--- src/rtl/cond_status_unit.sv ---
// ARM condition-evaluation unit owning the NZCV status register.
// Tracks in-flight flag setters and stalls lanes whose condition depends on flags.
module cond_status_unit #(
   parameter int NUM_CH   = 1,
   parameter int MAX_PEND = 3,
   parameter int FWD_EN   = 1,
   parameter int NV_MODE  = 0,
   parameter int CNT_W    = 16
) (
   input  logic                  clk,
   input  logic                  rst,
   input  logic                  pend_inc,
   output logic                  pend_full,
   input  logic                  sr_we,
   input  logic [3:0]            sr_in,
   input  logic [3:0]            sr_mask,
   input  logic [NUM_CH-1:0]     q_valid,
   input  logic [4*NUM_CH-1:0]   q_cond,
   output logic [NUM_CH-1:0]     q_ready,
   output logic [NUM_CH-1:0]     q_pass,
   output logic [3:0]            status_o,
   input  logic                  stat_clr,
   output logic [CNT_W-1:0]      pass_cnt,
   output logic [CNT_W-1:0]      fail_cnt,
   output logic                  err_o
);

   localparam int PW = $clog2(MAX_PEND + 1);
   localparam logic [PW-1:0] PMAX = PW'(MAX_PEND);
   localparam logic [CNT_W-1:0] CMAX = '1;

   logic [3:0]       r_status;
   logic [PW-1:0]    r_pend;
   logic [CNT_W-1:0] r_pass;
   logic [CNT_W-1:0] r_fail;
   logic             r_err;

   logic [3:0]       w_merged;
   logic [3:0]       w_flags;
   logic             w_retire;
   logic             w_fwd;
   logic             w_hazard;
   logic [PW-1:0]    w_pendNext;
   logic [CNT_W:0]   w_passInc;
   logic [CNT_W:0]   w_failInc;
   logic [CNT_W:0]   w_passSum;
   logic [CNT_W:0]   w_failSum;

   // Odd codes are the complement of the even code below them; only 4'hF breaks the pattern.
   function automatic logic condTrue(input logic [3:0] cond, input logic [3:0] f);
      logic n, z, c, v, base;
      {n, z, c, v} = f;
      case (cond[3:1])
         3'd0:    base = z;
         3'd1:    base = c;
         3'd2:    base = n;
         3'd3:    base = v;
         3'd4:    base = c & !z;
         3'd5:    base = (n == v);
         3'd6:    base = !z & (n == v);
         default: base = 1'b1;
      endcase
      if (cond == 4'hF)
         return (NV_MODE != 0);
      return base ^ cond[0];
   endfunction

   assign w_merged  = (r_status & ~sr_mask) | (sr_in & sr_mask);
   assign w_retire  = sr_we && (r_pend != '0);
   assign w_fwd     = (FWD_EN != 0) && sr_we && (r_pend == PW'(1)) && !pend_inc;
   assign w_flags   = w_fwd ? w_merged : r_status;
   assign w_hazard  = (r_pend != '0) && !w_fwd;
   assign pend_full = (r_pend == PMAX);

   always_comb begin
      w_pendNext = r_pend;
      if (pend_inc && !w_retire && !pend_full)
         w_pendNext = r_pend + PW'(1);
      else if (!pend_inc && w_retire)
         w_pendNext = r_pend - PW'(1);
   end

   // Codes E and F are flag-independent, so they never stall.
   always_comb begin
      q_ready   = '0;
      q_pass    = '0;
      w_passInc = '0;
      w_failInc = '0;
      for (int i = 0; i < NUM_CH; i++) begin
         q_ready[i] = !(w_hazard && (q_cond[4*i+1 +: 3] != 3'b111));
         q_pass[i]  = condTrue(q_cond[4*i +: 4], w_flags);
         w_passInc  = w_passInc + (CNT_W+1)'(q_valid[i] & q_ready[i] & q_pass[i]);
         w_failInc  = w_failInc + (CNT_W+1)'(q_valid[i] & q_ready[i] & !q_pass[i]);
      end
   end

   assign w_passSum = {1'b0, r_pass} + w_passInc;
   assign w_failSum = {1'b0, r_fail} + w_failInc;

   always_ff @(posedge clk or negedge rst) begin
      if (!rst) begin
         r_status <= '0;
         r_pend   <= '0;
         r_pass   <= '0;
         r_fail   <= '0;
         r_err    <= 1'b0;
      end else begin
         if (sr_we)
            r_status <= w_merged;
         r_pend <= w_pendNext;
         if (pend_inc && pend_full)
            r_err <= 1'b1;
         if (stat_clr) begin
            r_pass <= '0;
            r_fail <= '0;
         end else begin
            r_pass <= w_passSum[CNT_W] ? CMAX : w_passSum[CNT_W-1:0];
            r_fail <= w_failSum[CNT_W] ? CMAX : w_failSum[CNT_W-1:0];
         end
      end
   end

   assign status_o = r_status;
   assign pass_cnt = r_pass;
   assign fail_cnt = r_fail;
   assign err_o    = r_err;

endmodule

--- config.mk ---
export PLATFORM = sky130hd
export DESIGN_NAME = cond_status_unit
export DESIGN_NICKNAME = d
export VERILOG_FILES = /design/src/rtl/cond_status_unit.sv
export SDC_FILE = /design/constraint.sdc
export NUM_CORES = 1
export LEC_CHECK = 0
export BUFFER_PORTS_ARGS = -buffer_cell sky130_fd_sc_hd__buf_4
export CORE_UTILIZATION = 45
export DETAILED_ROUTE_END_ITERATION = 10
export GPL_TIMING_DRIVEN = 0
export PLACE_DENSITY = 0.72
export SETUP_SLACK_MARGIN = 0.02
export SKIP_LAST_GASP = 1
export SYNTH_ARGS = -nofsm -noshare
export SYNTH_HDL_FRONTEND = slang
export SYNTH_SLANG_ARGS = --single-unit
--- constraint.sdc ---
create_clock -name clk -period 9.7 [get_ports clk]
set_input_delay 0.485 -clock clk [delete_from_list [all_inputs] [get_ports clk]]
set_output_delay 0.485 -clock clk [all_outputs]
set_load 0.05 [all_outputs]
Word-level counts from Yosys, hierarchy flattened
Cells that the tools add are included.
- bits in registers: 39
- bits in latches: 0
- bits in writable memories: 0
- bits in read-only memories: 0
- bits of input ports: 18
- output and inout bits: 40
- logic and storage cells: 60
- memories: 0
- add/subtract/negate cells: 4
- multipliers: 0
- div/mod/pow operators: 0
- order comparisons: 0
- equal/unequal tests: 11
- shift-type cells: 0
- mux-type cells: 11
- bitwise gates (word level): 10
- reductions and logical operators: 19
- operators by type and width (kind ; number):
    $mux W16 ; 4
    $add A16 B1 Y17 ; 1
    $add A16 B17 Y17 ; 1
    $and A17 B1 Y17 ; 1
    $eq A3 B3 Y1 const B ; 3
    $logic_and A1 B1 Y1 ; 9
    $and A4 B4 Y4 ; 2
    $logic_not A1 Y1 ; 7
    $pmux W1 S7 ; 1
    $eq A3 B2 Y1 const B ; 2
    $and A1 B1 Y1 ; 4
    $eq A4 B4 Y1 const B ; 1
    $mux W2 ; 2
    $mux W4 ; 1
    $not A4 Y4 ; 1
    $or A4 B4 Y4 ; 1
    $reduce_bool A2 Y1 ; 2
    $eq A3 B1 Y1 const B ; 1
    $logic_not A3 Y1 ; 1
    $mux W1 ; 3
    $ne A3 B3 Y1 const B ; 1
    $add A2 B1 Y2 const B ; 1
    $eq A2 B1 Y1 const B ; 1
    $eq A2 B2 Y1 const B ; 1
    3 further kinds ; 3

Depth between registers and ports, before layout
Gate-level depths: netlist (run 1).
- word-level depth: 14
- mapped depth: 15
- depth with buffers taken out: 15

Worst setup path before layout (run 1)
Ideal clock, no wire load.
- path type: register -> register
- from: register r_pend[1]
- to: register r_pass[10], in the netlist pass_cnt[10]
- setup time: 78 ps
- arrival time: 3228 ps
- data required time: 9622 ps
- setup slack: 6394 ps
- stages on the path, launching flop included: 13
- buffers on the path: 1
- clock period less this slack: 3306 ps
- cells stage by stage: dfrtp_1 inv_1 ha_1 nand2_1 o21ai_1 nand3b_1 mux2i_1 ha_1 and3_1 nand4_1 or3_1 buf_2 a21oi_1
- elaborated cells on any way between the ends: 21
- classes of those cells: 1 x add/sub; 2 x eq/ne; 5 x mux; 5 x bitwise; 8 x reduce/logical
- RTL lines (item ; RTL line ; RTL):
    start, declared ; 33 ; logic [PW-1:0] r_pend;
    start signal, assigned ; 110 ; r_pend <= w_pendNext;
    $eq A2 B1 Y1 ; 70 ; assign w_fwd = (FWD_EN != 0) && sr_we && (r_pend == PW'(1)) && !pend_inc;
    $logic_and A1 B1 Y1 (2 in series) ; 70 ;
    $logic_not A1 Y1 ; 72 ; assign w_hazard = (r_pend != '0) && !w_fwd;
    $logic_and A1 B1 Y1 * ; 72 ;
    $logic_and A1 B1 Y1 * ; 90 ; q_ready[i] = !(w_hazard && (q_cond[4*i+1 +: 3] != 3'b111));
    $logic_not A1 Y1 * ; 90 ;
    named net q_ready ; 19 ; output logic [NUM_CH-1:0] q_ready,
    $and A1 B1 Y1 * ; 92 ; w_passInc = w_passInc + (CNT_W+1)'(q_valid[i] & q_ready[i] & q_pass[i]);
    $and A17 B1 Y17 * ; 92 ;
    $add A16 B17 Y17 * ; 97 ; assign w_passSum = {1'b0, r_pass} + w_passInc;
    $mux W16 * ; 117 ; r_pass <= w_passSum[CNT_W] ? CMAX : w_passSum[CNT_W-1:0];
    $mux W16 * ; 113 ; if (stat_clr) begin
    end signal, assigned ; 117 ;
    end, declared ; 34 ; logic [CNT_W-1:0] r_pass;
The timed path passes the listed nets; every way through them passes the cells marked *.
A chain may end at the register's enable or synchronous reset.

Worst setup path in the final report (run 1)
- from: register r_pend[1]
- to: register r_pass[8], in the netlist pass_cnt[8]
- longest elaborated chain between the ends: 13
- elaborated cells on any way between the ends: 21
- classes of those cells: 1 x add/sub; 2 x eq/ne; 5 x mux; 5 x bitwise; 8 x reduce/logical
- ends and longest elaborated chain (item ; RTL line ; RTL):
    $eq A2 B1 Y1 ; 70 ;
    $logic_and A1 B1 Y1 (2 in series) ; 70 ;
    $mux W4 ; 71 ; assign w_flags = w_fwd ? w_merged : r_status;
    $eq A1 B1 Y1 / $logic_not A1 Y1 (equally long branches) ; 59, 60, 58 ;
    $and A1 B1 Y1, on equally long branches ; 60, 58 ;
    $pmux W1 S7 ; 53 ; case (cond[3:1])
    $xor A1 B1 Y1 ; 65 ; return base ^ cond[0];
    $mux W1 ; 65 ;
    $and A17 B1 Y17 * ; 92 ;
    $add A16 B17 Y17 * ; 97 ;
    $mux W16 * ; 117 ;
    $mux W16 * ; 113 ;
Every way passes the cells marked *; elsewhere a longest branch is shown, timed or not.

==> results of run 1 <==
==> state kept, by name (all words and copies together) (netlist names) <==
register,flops
status_o,4
pass_cnt,16
err_o,1
r_pend,2
fail_cnt,16
==> stage by stage <==
step	power, W	setup slack [ps]
after floorplan	0.000276	6390
after global placement	0.000312	6090
after detailed placement	0.000314	6080
after CTS	0.000426	6060
after global routing	0.000446	5740
final	0.000420	6060
==> layout make-up <==
class | instances | area, um^2
fill | 401 | 1760
multi-input combinational | 159 | 1100
clock inverter | 1 | 5.00
inverter | 9 | 33.8
sequential | 39 | 976
buffer | 8 | 45.0
clock buffer | 6 | 82.6
tap | 52 | 65.1
timing repair buffer | 55 | 413
==> power breakdown <==
part / total, W / switching [W] / internal [W]
sequential: 0.000181 / 0.00000858 / 0.000172
clock: 0.000110 / 0.0000545 / 0.0000558
combinational: 0.000130 / 0.0000826 / 0.0000470
total: 0.000420 / 0.000146 / 0.000275
==> final timing paths <==
kind,slack (ps),from,end,cells after the start
max reg2reg,6060,r_pend[1],pass_cnt[8],14
min reg2reg,490,err_o,err_o,1
max,6060,r_pend[1],pass_cnt[8],14
max in group asynchronous,9200,rst,pass_cnt[2],1
min,150,rst,fail_cnt[4],1
min in group clk,380,stat_clr,fail_cnt[14],2
==> routing by layer <==
layer	vias up	routed length [um]	share of wire, %	global-route usage, %
met2	46	2230	49	32.7
met3	6	218	4.8	5.41
met1	872	2050	45	25.6
li1	888	-	-	-
met5	-	0	0	0
met4	0	60	1.3	6.44
==> logic make-up after synthesis <==
group	share of synthesized area, %
buffers and inverters	3.66
adders and majority gates	4.07
DFF	45.3
muxes	6.05
AOI/OAI and AO/OA	12.8
xor gates and xnor gates	9.36
and+or+nand+nor	18.7
==> synth_stat cells (2+ instances only) <==
| cell type | number |
|---|---|
| clkbuf_1 | 3 |
| buf_2 | 3 |
| nor2b_1 | 2 |
| dfrtp_1 | 39 |
| and3_1 | 9 |
| a21oi_1 | 30 |
| nand3_1 | 13 |
| nand2_1 | 14 |
| mux2_1 | 4 |
| nor3_1 | 3 |
| nor2_1 | 13 |
| xnor2_1 | 12 |
| and4_1 | 2 |
| nand4_1 | 5 |
| xor2_1 | 11 |
| a211oi_1 | 2 |
| mux2i_1 | 7 |
| inv_1 | 8 |
| ha_1 | 7 |
| o21ai_1 | 2 |
| a31oi_1 | 4 |
| a21o_1 | 2 |
| nand4b_1 | 3 |
==> impl_results.md, run 1 <==
- Drc violations: 0
- Routed Antenna Nets: 0
- Commonest non-fill, non-tap cells in the layout: 55 x buf_4, 39 x dfrtp_1, 30 x a21oi_1
- CP max stage delay: 460 ps
- Sequential cell area fraction in the yosys report: 45.3%
- Critical Path Fanout Max: 10
- Ports: 58
- Hold Slack: 150 ps
- Crit-path cells: inv_1 -> ha_1 -> nand4b_1 -> mux2i_1 -> nand2_1 -> o211a_1 -> o32a_4 -> mux2i_1 -> ha_1 -> and3_1 -> nand4_1 -> or3_1 -> buf_2 -> a21oi_1
- Final WL: 4.57 mm
- Root Buffer: clkbuf_8
- Syn Inst Count: 215
- PD cells: 155 nW/um^2
- Vias/cell: 5.51
- Crit path buffers/inverters: 2
- Die Span X: 71.2 um
- Port Buffer Count: 55
- DR vias: 1,812
- Hold/Removal Path Class: in -> async
- # diodes: 0
- Nets: 302
- Core Util, Final: 60.7%
- Slew HR: 66.8%
- Slew Viols, Final: 0
- Wire per inst: 13.9 um
- Commonest non-fill, non-tap cell in the layout: buf_4
- CTS tree: done
- Gr ovfl total: 0
- Fin crit share: 37.5%
- Area share of the largest cell type after synthesis: 45.3%
- # rows: 24
- Cell taking the most area after synthesis: dfrtp_1
- Layout Skew: 7.05 ps
- Max Fclk: 0.275 GHz
- Iter 0 DRT Violations: 101
- Cell at the slowest stage of the critical path: or3_1
- Share of layout cells above drive strength 1: 26.0%
- Post-Syn Nets: 240
- Setup crit end kind: flop
- Critical path class: reg -> reg
- Synth top area cells: dfrtp_1 45%, a21oi_1 7.0%, xnor2_1 4.9%
- Placed cell area: 2630 um^2
- Worst-margin pin slew: 497 ps
- Distinct cells, synth: 40
- Pleak: 1.33 nW
- Layout Cells excl Fill: 329
- Layout area overhead: 26.3%
- Register bit total from synthesis: 39
- Worst setup SP type: flop
- Worst EP required: 9910 ps
- VDD IR max: 0.125 mV
- RePlAce Congestion: 0.802
- Core box area: 4470 um^2
- Post-detail-place hpwl: 3.28 mm
- CP Data Arrival Time: 3850 ps
- Minimum clock period: 3640 ps
- Placed cells: 322
- Initial antenna violation count: 0
- CTS resizes: 0
- Finished Cell Area: 2720 um^2
- Clock buffer depth: 2
- First-pass GRT wire length: 7.91 mm
- Largest net degree at the start of global routing: 40
- Die height: 71.2 um
- Outcome: finished clean
- Async S/R FF share, synth: 100%
- Prevailing post-synth register cell: dfrtp_1
- Mapped Area: 2150 um^2
- GRT Total Usage: 19.9%
- RSZ-0062 raised after global routing: false
- Syn_area_per_cell: 10.0 um^2
- Yosys warning count: 0
- TritonCTS sink count: 39
- DRT Pass-1 Iters: 6
- Post-CTS setup buffers: 0
- Delay-heaviest family, CP: simple AND/OR/NAND/NOR gates
- Initial Util: 48.1%
- Post-synth EDFFs: 0
- Final Hold Fails: 0
- Vias in the first global route: 1,755
- Max cap viols: 0
- # hold bufs at CTS: 0
- Clock slew at reported path FFs: 70 ps
- Num CTS Buffers: 5
- Setup violators final: 0
- Clock latency at the later pin of the worst-skew pair: 290 ps
- Die area: 5060 um^2
- H-tree levels: 2
- TNS Setup: 0 ps
(Power assumes the default switching activity.)
==> inputs of run 2 (changes only) <==
--- a/config.mk
+++ b/config.mk
@@ -9,7 +9,7 @@
 export CORE_UTILIZATION = 45
 export DETAILED_ROUTE_END_ITERATION = 10
 export GPL_TIMING_DRIVEN = 0
-export PLACE_DENSITY = 0.72
+export PLACE_DENSITY = 0.75
 export SETUP_SLACK_MARGIN = 0.02
 export SKIP_LAST_GASP = 1
 export SYNTH_ARGS = -nofsm -noshare
==> constraint.sdc (replaced) <==
create_clock -name clk -period 3.3 [get_ports clk]
set_input_delay 0.165 -clock clk [delete_from_list [all_inputs] [get_ports clk]]
set_output_delay 0.165 -clock clk [all_outputs]
set_load 0.05 [all_outputs]
==> run 2 against run 1 <==
Compared with the run above: the run now ends with design-rule violations left; sequential share of layout area fell by 4.3 points; die area did not move; clock skew fell by 1.2 ps; design area rose by 14%; setup slack got worse by 6000 ps; via count rose by 6.9%; core utilization rose by 8.3 points; largest cell class unchanged; largest power group unchanged.
==> impl_results.md, run 2 (synthesized netlist as in run 1, its figures left out) <==
- Outcome: complete, but fails checks
- Failing checks: design-rule violations
- Setup crit end kind: flop
- Root Buffer: clkbuf_8
- Commonest non-fill, non-tap cells in the layout: 68 x buf_4, 38 x dfrtp_1, 23 x a21oi_1
- Iter 0 DRT Violations: 112
- # diodes: 0
- Die Span X: 71.2 um
- Core Util, Final: 69.1%
- Layout area overhead: 43.6%
- Routed Antenna Nets: 0
- RePlAce Congestion: 0.761
- Final WS setup: 26.6 ps
- Setup slack at placement: -327 ps
- Slew Viols, Final: 0
- Hold/Removal Path Class: in -> reg
- Psw: 0.000484 W
- Comb pwr share: 36.4%
- Layout Cells excl Fill: 350
- Worst-margin pin slew: 563 ps
- Net Sw Frac: 34.6%
- Port Buffer Count: 55
- Critical Path Fanout Max: 5
- Wire per inst: 15.2 um
- Worst setup SP type: flop
- GRT Total Usage: 20.4%
- First-pass GRT wire length: 8.05 mm
- Minimum clock period: 3270 ps
- Placed cells: 322
- Clock buffer depth: 2
- Vias in the first global route: 1,774
- Clk pwr share: 25.7%
- Largest net degree at the start of global routing: 40
- DR vias: 1,937
- Ports: 58
- Die area: 5060 um^2
- Initial antenna violation count: 0
- DRT Pass-1 Iters: 9
- Layout Skew: 5.89 ps
- Share of layout cells above drive strength 1: 41.9%
- Final Hold Fails: 0
- Critical R2R Capture: pass_cnt[10]
- Internal power: 0.000916 W
- Drc violations: 2
- # rows: 24
- Num CTS Buffers: 5
- Post-detail-place hpwl: 3.35 mm
- Pleak: 1.46 nW
- Die height: 71.2 um
- Gr ovfl total: 0
- Max Fclk: 0.305 GHz
- Initial Util: 48.1%
- Worst r2r src: r_pend[1]
- Tot Pwr: 0.00140 W
- Slew HR: 62.5%
- FF-to-FF setup slack: 30 ps
- Worst EP required: 3460 ps
- Fin crit share: 99.2%
- CP Data Arrival Time: 3430 ps
- Hold Path Depth: 2
- PD cells: 453 nW/um^2
- RSZ-0062 raised after global routing: true
- Core box area: 4470 um^2
- Setup violators final: 0
- Critical path class: reg -> reg
- Final WL: 5.33 mm
- Max cap viols: 0
- VDD IR max: 0.531 mV
- Vias/cell: 5.53
- H-tree levels: 2
- CTS tree: done
- FILL cells: 356
- TNS Setup: 0 ps
- TritonCTS sink count: 39
- Clock latency at the later pin of the worst-skew pair: 300 ps
- Cell count of the worst reg-to-reg path: 15
- Reg power frac: 37.9%
- Hold Crit Start: stat_clr
- Worst Hold End: fail_cnt[14]
- Clock slew at reported path FFs: 80 ps
- Commonest non-fill, non-tap cell in the layout: buf_4
- Nets: 322
-- run 2: timing repair --
action	4_1_cts	5_1_grt
gates resized for setup	15	41
setup buffers	8	10
endpoints found under the setup margin	31	32
pin swaps	4	16
cloned	0	1
hold endpoints to repair	39	0
hold buffers	1	0
-- run 2: cell type report --
| type | count | area, um^2 | area share (%) |
|---|---|---|---|
| Multi-Input combinational cell | 159 | 1260 | 40.9 |
| Sequential cell | 39 | 977 | 31.6 |
| Timing Repair Buffer | 75 | 588 | 19.0 |
| Clock buffer | 8 | 100 | 3.24 |
| Tap cell | 52 | 65.1 | 2.11 |
| Buffer | 8 | 63.8 | 2.06 |
| Inverter | 9 | 33.8 | 1.09 |
-- run 2: power groups by stage --
stage,sequential (W),combinational (W),clock [W]
2_1_floorplan,0.000587,0.000227,0
3_3_place_gp,0.000540,0.000381,0
3_5_place_dp,0.000541,0.000390,0
4_1_cts,0.000530,0.000454,0.000369
5_1_grt,0.000536,0.000539,0.000381
6_report,0.000531,0.000509,0.000359
-- run 2: how the worst max path moves through the flow --
stage / slack (ps) / endpoint / depth (start not counted) / start
after floorplan: 50 / pass_cnt[10] / 13 / r_pend[1]
after global placement: -290 / pass_cnt[7] / 13 / r_pend[1]
after detailed placement: -330 / pass_cnt[2] / 14 / r_pend[1]
after CTS: 10 / pass_cnt[9] / 13 / r_pend[1]
after global routing: -150 / pass_cnt[10] / 15 / r_pend[1]
final: 30 / pass_cnt[10] / 15 / r_pend[1]
-- run 2: through the flow --
step	area (um^2)	hold WS [ps]
2_1_floorplan	2160	-131
3_3_place_gp	2630	169
3_5_place_dp	2630	175
4_1_cts	2850	42.1
5_1_grt	3090	56.8
6_report	3090	51.0
-- run 2: routing by layer --
layer  global-route usage [%]  routed length (um)
met5                        0                   0
met3                     6.27                 258
met1                     25.6                2390
met4                     5.78                  43
met2                     33.9                2640
-- run 2: critical path: stages (launching register included) --
cell and delay [ps]:
dfrtp_1 400, inv_2 80, ha_4 170, nand4b_1 130, mux2i_2 270, nor2b_2 210, a211oi_2 60, o32a_4 400
mux2i_4 180, ha_2 210, and3_4 180, nand4_1 210, nor3_4 300, buf_6 140, xnor2_1 110, a21oi_1 80
==> inputs of run 3 (changes only) <==
--- a/config.mk
+++ b/config.mk
@@ -10,6 +10,7 @@
 export DETAILED_ROUTE_END_ITERATION = 10
 export GPL_TIMING_DRIVEN = 0
 export PLACE_DENSITY = 0.75
+export REMOVE_ABC_BUFFERS = 1
 export SETUP_SLACK_MARGIN = 0.02
 export SKIP_LAST_GASP = 1
 export SYNTH_ARGS = -nofsm -noshare
==> run 3 against run 2 <==
Compared with the run above: via count down 6.7%; setup slack better by 0.67 ps; sequential share of layout area up 2.4 points; the flow still finishes with violations (design-rule violations); final cell count down 4.9%; fmax about the same; design area down 7.0%; total power down 5.7%; critical path type unchanged.
==> impl_results.md, run 3 (synthesized netlist as in run 1, its figures left out) <==
- Initial antenna violation count: 0
- RePlAce Congestion: 0.782
- Cell at the slowest stage of the critical path: dfrtp_2
- Critical R2R Capture: pass_cnt[12]
- CP max stage delay: 450 ps
- Pleak: 1.38 nW
- PD cells: 459 nW/um^2
- Worst EP required: 3510 ps
- CTS tree: done
- Outcome: complete, but fails checks
- Vias/cell: 5.43
- FF-to-FF setup slack: 30 ps
- Critical path class: reg -> reg
- Register area: 977 um^2
- Failing checks: design-rule violations
- Layout Skew: 7.43 ps
- Worst setup SP type: flop
- TNS Setup: 0 ps
- Initial Util: 48.1%
- Iter 0 DRT Violations: 75
- H-tree levels: 2
- RSZ-0062 raised after global routing: true
- DR vias: 1,808
- Die height: 71.2 um
- Layout area overhead: 33.6%
- VDD IR max: 0.379 mV
- Final Hold Fails: 0
- CP Data Arrival Time: 3480 ps
- Hold Path Depth: 2
- Nets: 305
- Slew HR: 67.5%
- Largest net degree at the start of global routing: 40
- Delay-heaviest family, CP: simple AND/OR/NAND/NOR gates
- Worst r2r src: r_pend[0]
- Clock latency at the later pin of the worst-skew pair: 290 ps
- Ports: 58
- Worst Hold End: status_o[0]
- Num CTS Buffers: 5
- Core box area: 4470 um^2
- Die area: 5060 um^2
- Cell count of the worst reg-to-reg path: 13
- Setup violators final: 0
- Final WL: 4.62 mm
- Minimum clock period: 3270 ps
- GRT Total Usage: 19.0%
- # diodes: 0
- Drc violations: 4
- Vias in the first global route: 1,655
- Max cap viols: 0
- Gr ovfl total: 0
- Crit-path cells: ha_4 -> buf_12 -> nand4b_4 -> mux2_4 -> o211a_1 -> o32a_4 -> mux2i_4 -> ha_2 -> and3_4 -> nand4_1 -> nor3_4 -> nand3_2 -> a211oi_2
- Worst-margin pin slew: 488 ps
- Max Fclk: 0.306 GHz
- TritonCTS sink count: 39
- # rows: 24
- First-pass GRT wire length: 7.51 mm
- Critical Path Fanout Max: 5
- Port Buffer Count: 57
- Root Buffer: clkbuf_8
- Setup crit end kind: flop
- Wire per inst: 13.9 um
- Clock buffer depth: 2
- Post-detail-place hpwl: 3.09 mm
- Hold Crit Start: sr_in[0]
- Tot Pwr: 0.00132 W
- DRT Pass-1 Iters: 7
- Share of layout cells above drive strength 1: 35.2%
- Clock slew at reported path FFs: 80 ps
- Area taken by multi-input logic gates: 1200 um^2
- Hold Slack: 107 ps
- Commonest non-fill, non-tap cells in the layout: 64 x buf_4, 38 x dfrtp_1, 30 x a21oi_1
- Crit path buffers/inverters: 1
- Slew Viols, Final: 0
- FILL cells: 387
- Hold/Removal Path Class: in -> reg
- Routed Antenna Nets: 0
- Fin crit share: 99.2%
- Commonest non-fill, non-tap cell in the layout: buf_4
- Die Span X: 71.2 um
[run 3: through the flow]
stage | setup slack (ps) | util (%) | cells | cell area [um^2]
after CTS | 28.9 | 61.4 | 326 | 2750
final | 27.2 | 64.3 | 333 | 2880
after global routing | -135 | 64.3 | 333 | 2880
after global placement | -305 | 58.1 | 316 | 2600
after detailed placement | -374 | 58.1 | 316 | 2600
after floorplan | -4.53 | - | 207 | 2110
[run 3: area by class of cell]
class / count / area share, %
Multi-Input combinational cell: 159 / 41.9
Clock buffer: 5 / 2.39
Sequential cell: 39 / 34.0
Inverter: 9 / 1.17
Tap cell: 52 / 2.26
Timing Repair Buffer: 66 / 17.8
Clock inverter: 3 / 0.522
[run 3: worst max path at each step]
stage	start	endpoint	cells past startpoint
2_1_floorplan	r_pend[1]	pass_cnt[0]	11
3_5_place_dp	r_pend[1]	pass_cnt[9]	12
6_report	r_pend[0]	pass_cnt[12]	13
5_1_grt	r_pend[1]	pass_cnt[12]	15
3_3_place_gp	r_pend[1]	pass_cnt[0]	12
4_1_cts	r_pend[1]	pass_cnt[12]	13
[run 3: power by group]
group	switching (W)	total [W]	internal, W
registers	0.0000274	0.000534	0.000507
clock network	0.000165	0.000310	0.000145
logic	0.000271	0.000475	0.000204
total	0.000464	0.00132	0.000855
[run 3: worst reg2reg max path: cells and delay by family, from the launching register on]
kind,cells,cell delay [ps]
simple gates,5,930
buf+inv,1,120
flops,1,450
compound gates,3,790
fa+ha+maj,2,390
mux,2,500
[run 3: timing repair]
| action | 4_1_cts | 5_1_grt |
|---|---|---|
| gates resized for setup | 12 | 17 |
| pin swaps | 3 | 8 |
| buffers inserted | 1 | 7 |
| setup endpoints to repair | 30 | 32 |
| hold buffers | 1 | 0 |
| hold endpoints to repair | 39 | 0 |
[run 3: metal layers]
| layer | vias up | global-route usage [%] | wire, um |
|---|---|---|---|
| li1 | 896 | - | - |
| met1 | 863 | 24.4 | 2150 |
| met2 | 45 | 31.7 | 2210 |
| met3 | 4 | 4.42 | 214 |
| met4 | 0 | 6.00 | 45 |
| met5 | - | 0 | 0 |
